**src/rtl/voq_dequeue_ctrl_if.sv**
```systemverilog
// Dequeue-side handshake bundle for voq_dequeue_ctrl.
// Carries three groups of signals:
//   - scheduler grant: sched_valid/sched_sel/sched_ready
//   - VMU pop port: is_empty, voq_dequeue_en/sel, meta_out
//   - segment read stream toward the crossbar: seg_*
// The master modport is the controller side; slave is the environment side.
interface voq_dequeue_ctrl_if #(
  parameter int EGRESS_CNT = 4,
  parameter int ADDR_WIDTH = 10
);
  localparam int SEL_W = (EGRESS_CNT > 1) ? $clog2(EGRESS_CNT) : 1;

  logic                  sched_valid;
  logic [SEL_W-1:0]      sched_sel;
  logic                  sched_ready;
  logic [EGRESS_CNT-1:0] is_empty;
  logic                  voq_dequeue_en;
  logic [SEL_W-1:0]      voq_dequeue_sel;
  logic [31:0]           meta_out;
  logic                  seg_valid;
  logic [ADDR_WIDTH-1:0] seg_addr;
  logic                  seg_first;
  logic                  seg_last;
  logic                  seg_ready;

  modport master (
    input  sched_valid, sched_sel, is_empty, meta_out, seg_ready,
    output sched_ready, voq_dequeue_en, voq_dequeue_sel,
           seg_valid, seg_addr, seg_first, seg_last
  );

  modport slave (
    output sched_valid, sched_sel, is_empty, meta_out, seg_ready,
    input  sched_ready, voq_dequeue_en, voq_dequeue_sel,
           seg_valid, seg_addr, seg_first, seg_last
  );
endinterface

```
**src/rtl/voq_dequeue_ctrl.sv**
```systemverilog
// VOQ dequeue controller.
// Accepts one scheduler grant at a time, pops the head descriptor of the
// granted VOQ, then streams the packet's segment addresses one beat per
// accepted handshake.
// Descriptor layout (32 bits): {addr, ts, len}, with len in the low bits.
// Optional feature macro VDQ_LATENCY_EN: when defined, the enqueue timestamp
// is kept and pkt_latency reports cur_time - ts at packet completion; when
// undefined, pkt_latency is tied to 0 and no timestamp register exists.
module voq_dequeue_ctrl #(
  parameter int EGRESS_CNT = 4,
  parameter int ADDR_WIDTH = 10,
  parameter int TS_WIDTH   = 11,
  parameter int LEN_WIDTH  = 11,
  parameter int SEG_BYTES  = 32
) (
  input  logic                clk,
  input  logic                reset,
  voq_dequeue_ctrl_if.master  bus,
  input  logic [TS_WIDTH-1:0] cur_time,
  output logic                pkt_done,
  output logic [TS_WIDTH-1:0] pkt_latency,
  output logic [15:0]         empty_grant_cnt,
  output logic                busy
);

  localparam int SEL_W     = (EGRESS_CNT > 1) ? $clog2(EGRESS_CNT) : 1;
  localparam int SEG_SHIFT = $clog2(SEG_BYTES);
  localparam int CNT_W     = LEN_WIDTH + 1;
  localparam logic [CNT_W-1:0] REM_ONE = CNT_W'(1);
  localparam logic [CNT_W-1:0] REM_TWO = CNT_W'(2);

  typedef enum logic [1:0] {
    S_IDLE,
    S_POP,
    S_META,
    S_STREAM
  } state_t;

  // Segments needed for a packet of len bytes; an empty packet still takes one beat.
  function automatic logic [CNT_W-1:0] seg_count(input logic [LEN_WIDTH-1:0] len);
    logic [CNT_W-1:0] sum;
    sum = {1'b0, len} + CNT_W'(SEG_BYTES - 1);
    if (len == '0) return REM_ONE;
    return sum >> SEG_SHIFT;
  endfunction

  state_t                r_state;
  logic                  r_sched_ready;
  logic                  r_deq_en;
  logic [SEL_W-1:0]      r_deq_sel;
  logic                  r_seg_valid;
  logic [ADDR_WIDTH-1:0] r_seg_addr;
  logic                  r_seg_first;
  logic                  r_seg_last;
  logic [CNT_W-1:0]      r_remaining;
  logic                  r_pkt_done;
  logic [15:0]           r_empty_cnt;
  logic                  r_busy;

  logic [ADDR_WIDTH-1:0] w_meta_addr;
  logic [TS_WIDTH-1:0]   w_meta_ts;
  logic [LEN_WIDTH-1:0]  w_meta_len;
  logic [CNT_W-1:0]      w_meta_nseg;
  logic                  w_grant_take;
  logic                  w_sel_empty;
  logic                  w_beat_acc;
  logic                  w_done;

  assign w_meta_addr  = bus.meta_out[LEN_WIDTH+TS_WIDTH +: ADDR_WIDTH];
  assign w_meta_ts    = bus.meta_out[LEN_WIDTH +: TS_WIDTH];
  assign w_meta_len   = bus.meta_out[0 +: LEN_WIDTH];
  assign w_meta_nseg  = seg_count(w_meta_len);
  assign w_grant_take = (r_state == S_IDLE) && r_sched_ready && bus.sched_valid;
  assign w_sel_empty  = bus.is_empty[bus.sched_sel];
  assign w_beat_acc   = r_seg_valid && bus.seg_ready;
  assign w_done       = (r_state == S_STREAM) && w_beat_acc && (r_remaining == REM_ONE);

  // Main controller FSM; every output is a register updated on state transitions.
  always_ff @(posedge clk or negedge reset) begin
    if (!reset) begin
      r_state       <= S_IDLE;
      r_sched_ready <= 1'b0;
      r_deq_en      <= 1'b0;
      r_deq_sel     <= '0;
      r_seg_valid   <= 1'b0;
      r_seg_addr    <= '0;
      r_seg_first   <= 1'b0;
      r_seg_last    <= 1'b0;
      r_remaining   <= '0;
      r_pkt_done    <= 1'b0;
      r_empty_cnt   <= '0;
      r_busy        <= 1'b0;
    end else begin
      r_deq_en   <= 1'b0;
      r_pkt_done <= 1'b0;
      case (r_state)
        S_IDLE: begin
          r_sched_ready <= 1'b1;
          if (w_grant_take) begin
            if (w_sel_empty) begin
              if (r_empty_cnt != 16'hFFFF) r_empty_cnt <= r_empty_cnt + 16'd1;
            end else begin
              r_deq_sel     <= bus.sched_sel;
              r_deq_en      <= 1'b1;
              r_sched_ready <= 1'b0;
              r_busy        <= 1'b1;
              r_state       <= S_POP;
            end
          end
        end
        S_POP: begin
          r_state <= S_META;
        end
        S_META: begin
          r_seg_addr  <= w_meta_addr;
          r_remaining <= w_meta_nseg;
          r_seg_first <= 1'b1;
          r_seg_last  <= (w_meta_nseg == REM_ONE);
          r_seg_valid <= 1'b1;
          r_state     <= S_STREAM;
        end
        S_STREAM: begin
          if (w_beat_acc) begin
            if (r_remaining == REM_ONE) begin
              r_seg_valid   <= 1'b0;
              r_seg_first   <= 1'b0;
              r_seg_last    <= 1'b0;
              r_pkt_done    <= 1'b1;
              r_busy        <= 1'b0;
              r_sched_ready <= 1'b1;
              r_state       <= S_IDLE;
            end else begin
              r_seg_addr  <= r_seg_addr + 1'b1;
              r_remaining <= r_remaining - 1'b1;
              r_seg_first <= 1'b0;
              r_seg_last  <= (r_remaining == REM_TWO);
            end
          end
        end
        default: r_state <= S_IDLE;
      endcase
    end
  end

`ifdef VDQ_LATENCY_EN
  // Wrap-safe difference of two timestamps on the same free-running base.
  function automatic logic [TS_WIDTH-1:0] ts_delta(input logic [TS_WIDTH-1:0] now,
                                                   input logic [TS_WIDTH-1:0] stamp);
    return now - stamp;
  endfunction

  logic [TS_WIDTH-1:0] r_ts;
  logic [TS_WIDTH-1:0] r_pkt_latency;

  // Capture the enqueue stamp with the descriptor; report latency on completion.
  always_ff @(posedge clk or negedge reset) begin
    if (!reset) begin
      r_ts          <= '0;
      r_pkt_latency <= '0;
    end else begin
      if (r_state == S_META) r_ts <= w_meta_ts;
      if (w_done) r_pkt_latency <= ts_delta(cur_time, r_ts);
    end
  end

  assign pkt_latency = r_pkt_latency;
`else
  logic w_unused_ts;
  assign w_unused_ts = ^{w_meta_ts, cur_time};
  assign pkt_latency = '0;
`endif

  assign bus.sched_ready     = r_sched_ready;
  assign bus.voq_dequeue_en  = r_deq_en;
  assign bus.voq_dequeue_sel = r_deq_sel;
  assign bus.seg_valid       = r_seg_valid;
  assign bus.seg_addr        = r_seg_addr;
  assign bus.seg_first       = r_seg_first;
  assign bus.seg_last        = r_seg_last;
  assign pkt_done            = r_pkt_done;
  assign empty_grant_cnt     = r_empty_cnt;
  assign busy                = r_busy;

endmodule

```
**src/flat_wrapper.sv**
```systemverilog
// flat-port wrapper written by rule: the top's interface ports become plain ports
module voq_dequeue_ctrl_flat 
#(
  parameter int EGRESS_CNT = 4,
  parameter int ADDR_WIDTH = 10,
  parameter int TS_WIDTH   = 11,
  parameter int LEN_WIDTH  = 11,
  parameter int SEG_BYTES  = 32
)
  (clk, reset, cur_time, pkt_done, pkt_latency, empty_grant_cnt, busy, bus_sched_valid, bus_sched_sel, bus_is_empty, bus_meta_out, bus_seg_ready, bus_sched_ready, bus_voq_dequeue_en, bus_voq_dequeue_sel, bus_seg_valid, bus_seg_addr, bus_seg_first, bus_seg_last);
  voq_dequeue_ctrl_if #(.EGRESS_CNT(EGRESS_CNT), .ADDR_WIDTH(ADDR_WIDTH)) bus_i ();
  input  logic clk;
  input  logic reset;
  input  logic [TS_WIDTH-1:0] cur_time;
  output logic pkt_done;
  output logic [TS_WIDTH-1:0] pkt_latency;
  output logic [15:0] empty_grant_cnt;
  output logic busy;
  input wire logic [$bits(bus_i.sched_valid)-1:0] bus_sched_valid;
  input wire logic [$bits(bus_i.sched_sel)-1:0] bus_sched_sel;
  input wire logic [$bits(bus_i.is_empty)-1:0] bus_is_empty;
  input wire logic [$bits(bus_i.meta_out)-1:0] bus_meta_out;
  input wire logic [$bits(bus_i.seg_ready)-1:0] bus_seg_ready;
  output wire logic [$bits(bus_i.sched_ready)-1:0] bus_sched_ready;
  output wire logic [$bits(bus_i.voq_dequeue_en)-1:0] bus_voq_dequeue_en;
  output wire logic [$bits(bus_i.voq_dequeue_sel)-1:0] bus_voq_dequeue_sel;
  output wire logic [$bits(bus_i.seg_valid)-1:0] bus_seg_valid;
  output wire logic [$bits(bus_i.seg_addr)-1:0] bus_seg_addr;
  output wire logic [$bits(bus_i.seg_first)-1:0] bus_seg_first;
  output wire logic [$bits(bus_i.seg_last)-1:0] bus_seg_last;
  assign bus_i.sched_valid = bus_sched_valid;
  assign bus_i.sched_sel = bus_sched_sel;
  assign bus_i.is_empty = bus_is_empty;
  assign bus_i.meta_out = bus_meta_out;
  assign bus_i.seg_ready = bus_seg_ready;
  assign bus_sched_ready = bus_i.sched_ready;
  assign bus_voq_dequeue_en = bus_i.voq_dequeue_en;
  assign bus_voq_dequeue_sel = bus_i.voq_dequeue_sel;
  assign bus_seg_valid = bus_i.seg_valid;
  assign bus_seg_addr = bus_i.seg_addr;
  assign bus_seg_first = bus_i.seg_first;
  assign bus_seg_last = bus_i.seg_last;
  voq_dequeue_ctrl #(.EGRESS_CNT(EGRESS_CNT), .ADDR_WIDTH(ADDR_WIDTH), .TS_WIDTH(TS_WIDTH), .LEN_WIDTH(LEN_WIDTH), .SEG_BYTES(SEG_BYTES)) u_core (.clk(clk), .reset(reset), .bus(bus_i), .cur_time(cur_time), .pkt_done(pkt_done), .pkt_latency(pkt_latency), .empty_grant_cnt(empty_grant_cnt), .busy(busy));
endmodule
```
**config.mk**
```make
export PLATFORM = sky130hd
export DESIGN_NAME = voq_dequeue_ctrl_flat
export DESIGN_NICKNAME = d
export VERILOG_FILES = /design/src/rtl/voq_dequeue_ctrl_if.sv /design/src/rtl/voq_dequeue_ctrl.sv /design/src/flat_wrapper.sv
export SDC_FILE = /design/constraint.sdc
export NUM_CORES = 1
export LEC_CHECK = 0
export BUFFER_PORTS_ARGS = -buffer_cell sky130_fd_sc_hd__buf_2
export CAP_MARGIN = 25
export CORE_ASPECT_RATIO = 1.2
export CORE_MARGIN = 4
export CORE_UTILIZATION = 40
export DETAILED_ROUTE_END_ITERATION = 8
export PLACE_DENSITY_LB_ADDON = 0.3
export SKIP_LAST_GASP = 1
export SLEW_MARGIN = 5
export SYNTH_ARGS = -nofsm -noshare
export SYNTH_HDL_FRONTEND = slang
export SYNTH_SLANG_ARGS = --single-unit
```
**constraint.sdc**
```tcl
create_clock -name clk -period 4.95 [get_ports clk]
set_input_delay 0.99 -clock clk [delete_from_list [all_inputs] [get_ports clk]]
set_output_delay 0.99 -clock clk [all_outputs]
set_load 0.01 [all_outputs]
```
-- Word level (Yosys, flattened, before mapping)
Index checks and enable logic that the tools add are counted.
- equality and inequality tests: 12
- magnitude comparators: 1
- $add $sub $neg: 4
- multiplexer cells: 38
- reduce and logical (&&, ||, !) cells: 15
- bitwise operators: 1
- operators with widths (cell ; count):
    two-way mux 12 bit ; 4
    == test 12 x 1 -> 1 bit, second input constant ; 2
    one-hot mux 12 bit (2 select lines) ; 1
    two-way mux 10 bit ; 2
    one-hot mux 10 bit (2 select lines) ; 1
    two-way mux 1 bit ; 19
    adder 16 x 1 -> 16 bit, second input constant ; 1
    inequality test 16 bit, second input constant ; 1
    adder 11 x 5 -> 12 bit, second input constant ; 1
    == test 12 x 2 -> 1 bit, second input constant ; 1
    AND reduction 3 bit ; 4
    subtractor 12 x 1 -> 12 bit, second input constant ; 1
    zero test 11 bit ; 1
    adder 10 x 1 -> 10 bit, second input constant ; 1
    one-hot mux 1 bit (2 select lines) ; 5
    two-way mux 2 bit ; 4
    one-hot mux 2 bit (4 select lines) ; 1
    AND reduction 4 bit ; 2
    inequality test 2 bit, second input constant ; 3
    AND reduction 5 bit ; 1
    == test 2 bit, second input constant ; 2
    inequality test 2 x 1 -> 1 bit, second input constant ; 2
    nonzero test 2 bit ; 2
    logical AND 1 bit ; 3
    6 further kinds ; 6
- output and inout bits: 46
- bits of input ports: 53
- bits in registers: 49
- logic and storage cells: 83

-- Depth between registers and ports, before layout
- depth after elaboration: 5
- mapped depth: 9
- depth with buffers taken out: 7

-- Worst setup path after synthesis
Ideal clock, no wire load.
- kind: in2reg
- start: input bus_meta_out[4]
- end: register u_core.r_remaining[6]
- slack: 2627 ps
- library setup time: 126 ps
- stages on the path: 5
- data required time: 4824 ps
- data arrival time: 2197 ps
- buffers on the path: 0
- cell sequence: or4_1 -> o211a_1 -> nand2_1 -> nor2_1 -> a221o_1
- longest elaborated chain between the ends: 4
- elaborated cells between the ends (all ways): 5
- ends and longest elaborated chain (item ; RTL line ; text):
    start: declaration ; flat_wrapper.sv:22 ; input wire logic [$bits(bus_i.meta_out)-1:0] bus_meta_out;
    branches (longest 2 deep; another with adder 11 x 5 -> 12 bit) ; -- ;
    two-way mux 12 bit * ; voq_dequeue_ctrl.sv:44 ; return sum >> SEG_SHIFT;
    one-hot mux 12 bit (2 select lines) * ; voq_dequeue_ctrl.sv:96 ; case (r_state)
    end signal: assignment ; voq_dequeue_ctrl.sv:116 ; r_remaining <= w_meta_nseg;
    end signal: assignment ; voq_dequeue_ctrl.sv:134 ; r_remaining <= r_remaining - 1'b1;
    end: declaration ; voq_dequeue_ctrl.sv:55 ; logic [CNT_W-1:0] r_remaining;
Mark *: on every way between the ends.
A chain may end at the register's enable or synchronous reset.

-- Worst setup path in the final report
- start: register u_core.r_state[1]
- end: register u_core.r_remaining[6]
- longest elaborated chain between the ends: 3
- elaborated cells between the ends (all ways): 7
- ends and longest elaborated chain (item ; RTL line ; text):
    start: declaration ; voq_dequeue_ctrl.sv:47 ; state_t r_state;
    start signal: assignment ; voq_dequeue_ctrl.sv:81 ; r_state <= S_IDLE;
    start signal: assignment ; voq_dequeue_ctrl.sv:107 ; r_state <= S_POP;
    start signal: assignment ; voq_dequeue_ctrl.sv:112 ; r_state <= S_META;
    == test 2 bit (on tied branches) ; -- ;
    inequality test 2 bit (no source line) (tied with other cells) ; -- ;
    AND reduction 3 bit (no source line) ; -- ;
Parallel ways exist; a longest one is shown, timed or not.

==> run metrics <==
Yosys top cell area share 41.5%; clock latency on the worst-skew pair 0.30 ns; gr ovfl total 0; die height 102 µm; max-cap violations 0; outcome finished, final reports clean; r2r worst-path depth 7; clock skew 0.00575 ns; relative slew slack 38.5%; Fmax achieved 0.399 GHz; WL final 6730 µm; post-route ant nets 0; first-pass GRT wire length 11100 µm; ratio of cells with drive above 1 in the final layout 23.1%; Post-CTS Setup Inserts 0; vias in the first global route 2439; critical path arrival 2.69 ns; # clock sinks 49; r2r setup slk 2.44 ns; Main synth FF type dfrtp_1; Vias per Instance 5.37; total track usage 15.4%; nature of the critical path endpoint flip-flop; Placement Rows 34; CP endpoint u_core.r_remaining[6]; PostCTS Resize Cnt 0; clk root buf clkbuf_8; Pwr Total 1.73 mW; 1st-pass router iterations 4; Yosys warnings 0; Slew @ Worst Pin 0.922 ns; pin count of the biggest net entering global routing 50; unrepaired setup endpoints after global routing false; initial antenna violation count 0; H-Tree Depth 2; Final period util 50.7%; fill cell count 685; CTS tree done; Final Hold Fails 0; synth top area cells dfrtp_1 41%, xnor2_1 5.0%, nand2_1 4.7%; DIE AREA 8830 µm²; dominant cell type by area after synthesis dfrtp_1; PD cells 511 nW/µm²; Post-synth EDFFs 0; Num CTS Buffers 5; LEAKAGE 1.56 nW; Synth async-reset ratio 100%; initial core utilization 40.9%; unique cell type count in the Yosys netlist 59; Iter 0 DRT Violations 125; DIE WIDTH 86.5 µm; r2r endpoint u_core.r_remaining[6]; FF+latch count, synth 49; top-count cell post-synth dfrtp_1; Area growth, synth to finish 14.5%; Critical Path RT 5.13 ns; nets 440; Synth top cells by count 49 x dfrtp_1, 37 x nand2_1, 31 x nor2_1; drt wl/cell 14.4 µm; # hold bufs at CTS 0; kind of critical path reg2reg; sequential share of the synthesized area 41.5%; CP max FO 26; Vias 2506; final hold slack 0.492 ns; startpoint types flip-flop; Max IR drop VDD 0.251 mV; Inserted Diodes 0; Clock Path Buffers 2; # setup viols final 0; Core Area 7230 µm²; Worst R2R Start u_core.r_state[1]; DRC 0; Final min period 2.51 ns; dpl hpwl 4860 µm; GPL Wtd Cong 0.761; PortBufs 65; beginning of the critical path u_core.r_state[1]; Setup TNS 0 ns; CTS clock-pin slew for the worst setup and hold paths 0.09 ns; worst hold path class reg2reg; Mapped Area 2960 µm²; Syn Area/Cell 9.35 µm²; Syn Inst Count 316; Slew Limit Fails 0; num ports 99
-- registers in the layout, indices dropped and copies added, names as in the netlist, 2 cells and up --
signal,count
u_core.empty_grant_cnt,16
u_core.r_remaining,12
u_core.bus.seg_addr,10
u_core.bus.voq_dequeue_sel,2
u_core.r_state,2
-- cells by family after synthesis --
family	Yosys count	synth area share, %
simple gates	140	25.7
compound gates	56	13.0
flops	49	41.5
buf+inv	32	6.27
xor+xnor	21	6.22
fa+ha+maj	9	3.81
mux	8	3.30
other cells	1	0.127
-- metrics by stage --
step	worst slack (ns)	utilization (%)	instances	cell area (µm²)
6_report	2.44	46.8	467	3380
5_1_grt	2.25	46.8	467	3380
4_1_cts	1.98	46.6	466	3370
3_5_place_dp	2.00	45.6	460	3290
3_3_place_gp	2.02	45.6	460	3290
2_1_floorplan	2.63	-	326	2990
-- worst max-delay path, stage by stage (launching register included) --
cell and delay, ns:
dfrtp_1 0.42, ha_1 0.24, buf_8 0.18, inv_2 0.19, nor2_1 0.15, a21oi_2 0.72
o21ai_1 0.16, a221o_1 0.32
-- power by group --
part	switching, mW	internal (mW)	total [mW]
Clock	0.128	0.0934	0.221
Sequential	0.153	0.525	0.678
Combinational	0.493	0.335	0.828
Total	0.775	0.953	1.73
-- layout make-up --
cell class / instances / area (µm²) / share of cell area (%)
clock buffer: 5 / 68.8 / 2.03
tap: 90 / 113 / 3.33
multi-input combinational: 245 / 1580 / 46.7
sequential: 49 / 1230 / 36.2
inverter: 9 / 33.8 / 0.999
clock inverter: 1 / 5.00 / 0.148
timing repair buffer: 68 / 355 / 10.5
-- metal layers --
metal | track usage (%) | part of all wire (%) | wire [µm]
met2 | 26.9 | 48 | 3230
met3 | 2.50 | 6.5 | 437
met1 | 19.7 | 44 | 2990
met5 | 0 | 0 | 0
met4 | 3.96 | 1.0 | 67
-- worst min-delay path by stage --
stage / to / from / slack [ns] / cells past startpoint
after global placement: u_core.empty_grant_cnt[14] / u_core.empty_grant_cnt[14] / 0.47 / 1
after detailed placement: u_core.empty_grant_cnt[14] / u_core.empty_grant_cnt[14] / 0.48 / 1
after floorplan: u_core.empty_grant_cnt[10] / u_core.empty_grant_cnt[10] / 0.52 / 1
after CTS: u_core.empty_grant_cnt[14] / u_core.empty_grant_cnt[14] / 0.50 / 1
final: u_core.empty_grant_cnt[14] / u_core.empty_grant_cnt[14] / 0.49 / 1
after global routing: u_core.empty_grant_cnt[14] / u_core.empty_grant_cnt[14] / 0.53 / 1
-- layout by cell type (no fill, tap or decap), types with 9 or more instances in the layout --
cell type,synthesis,layout
nor2_1,31,31
and3_1,10,10
o21ai_1,10,10
a21oi_1,15,15
dfrtp_1,49,49
xnor2_1,17,17
nand3_1,21,21
buf_2,1,65
conb_1,1,11
nand2_1,37,37
ha_1,9,9
No activity file was read; power rests on OpenSTA's default activity.
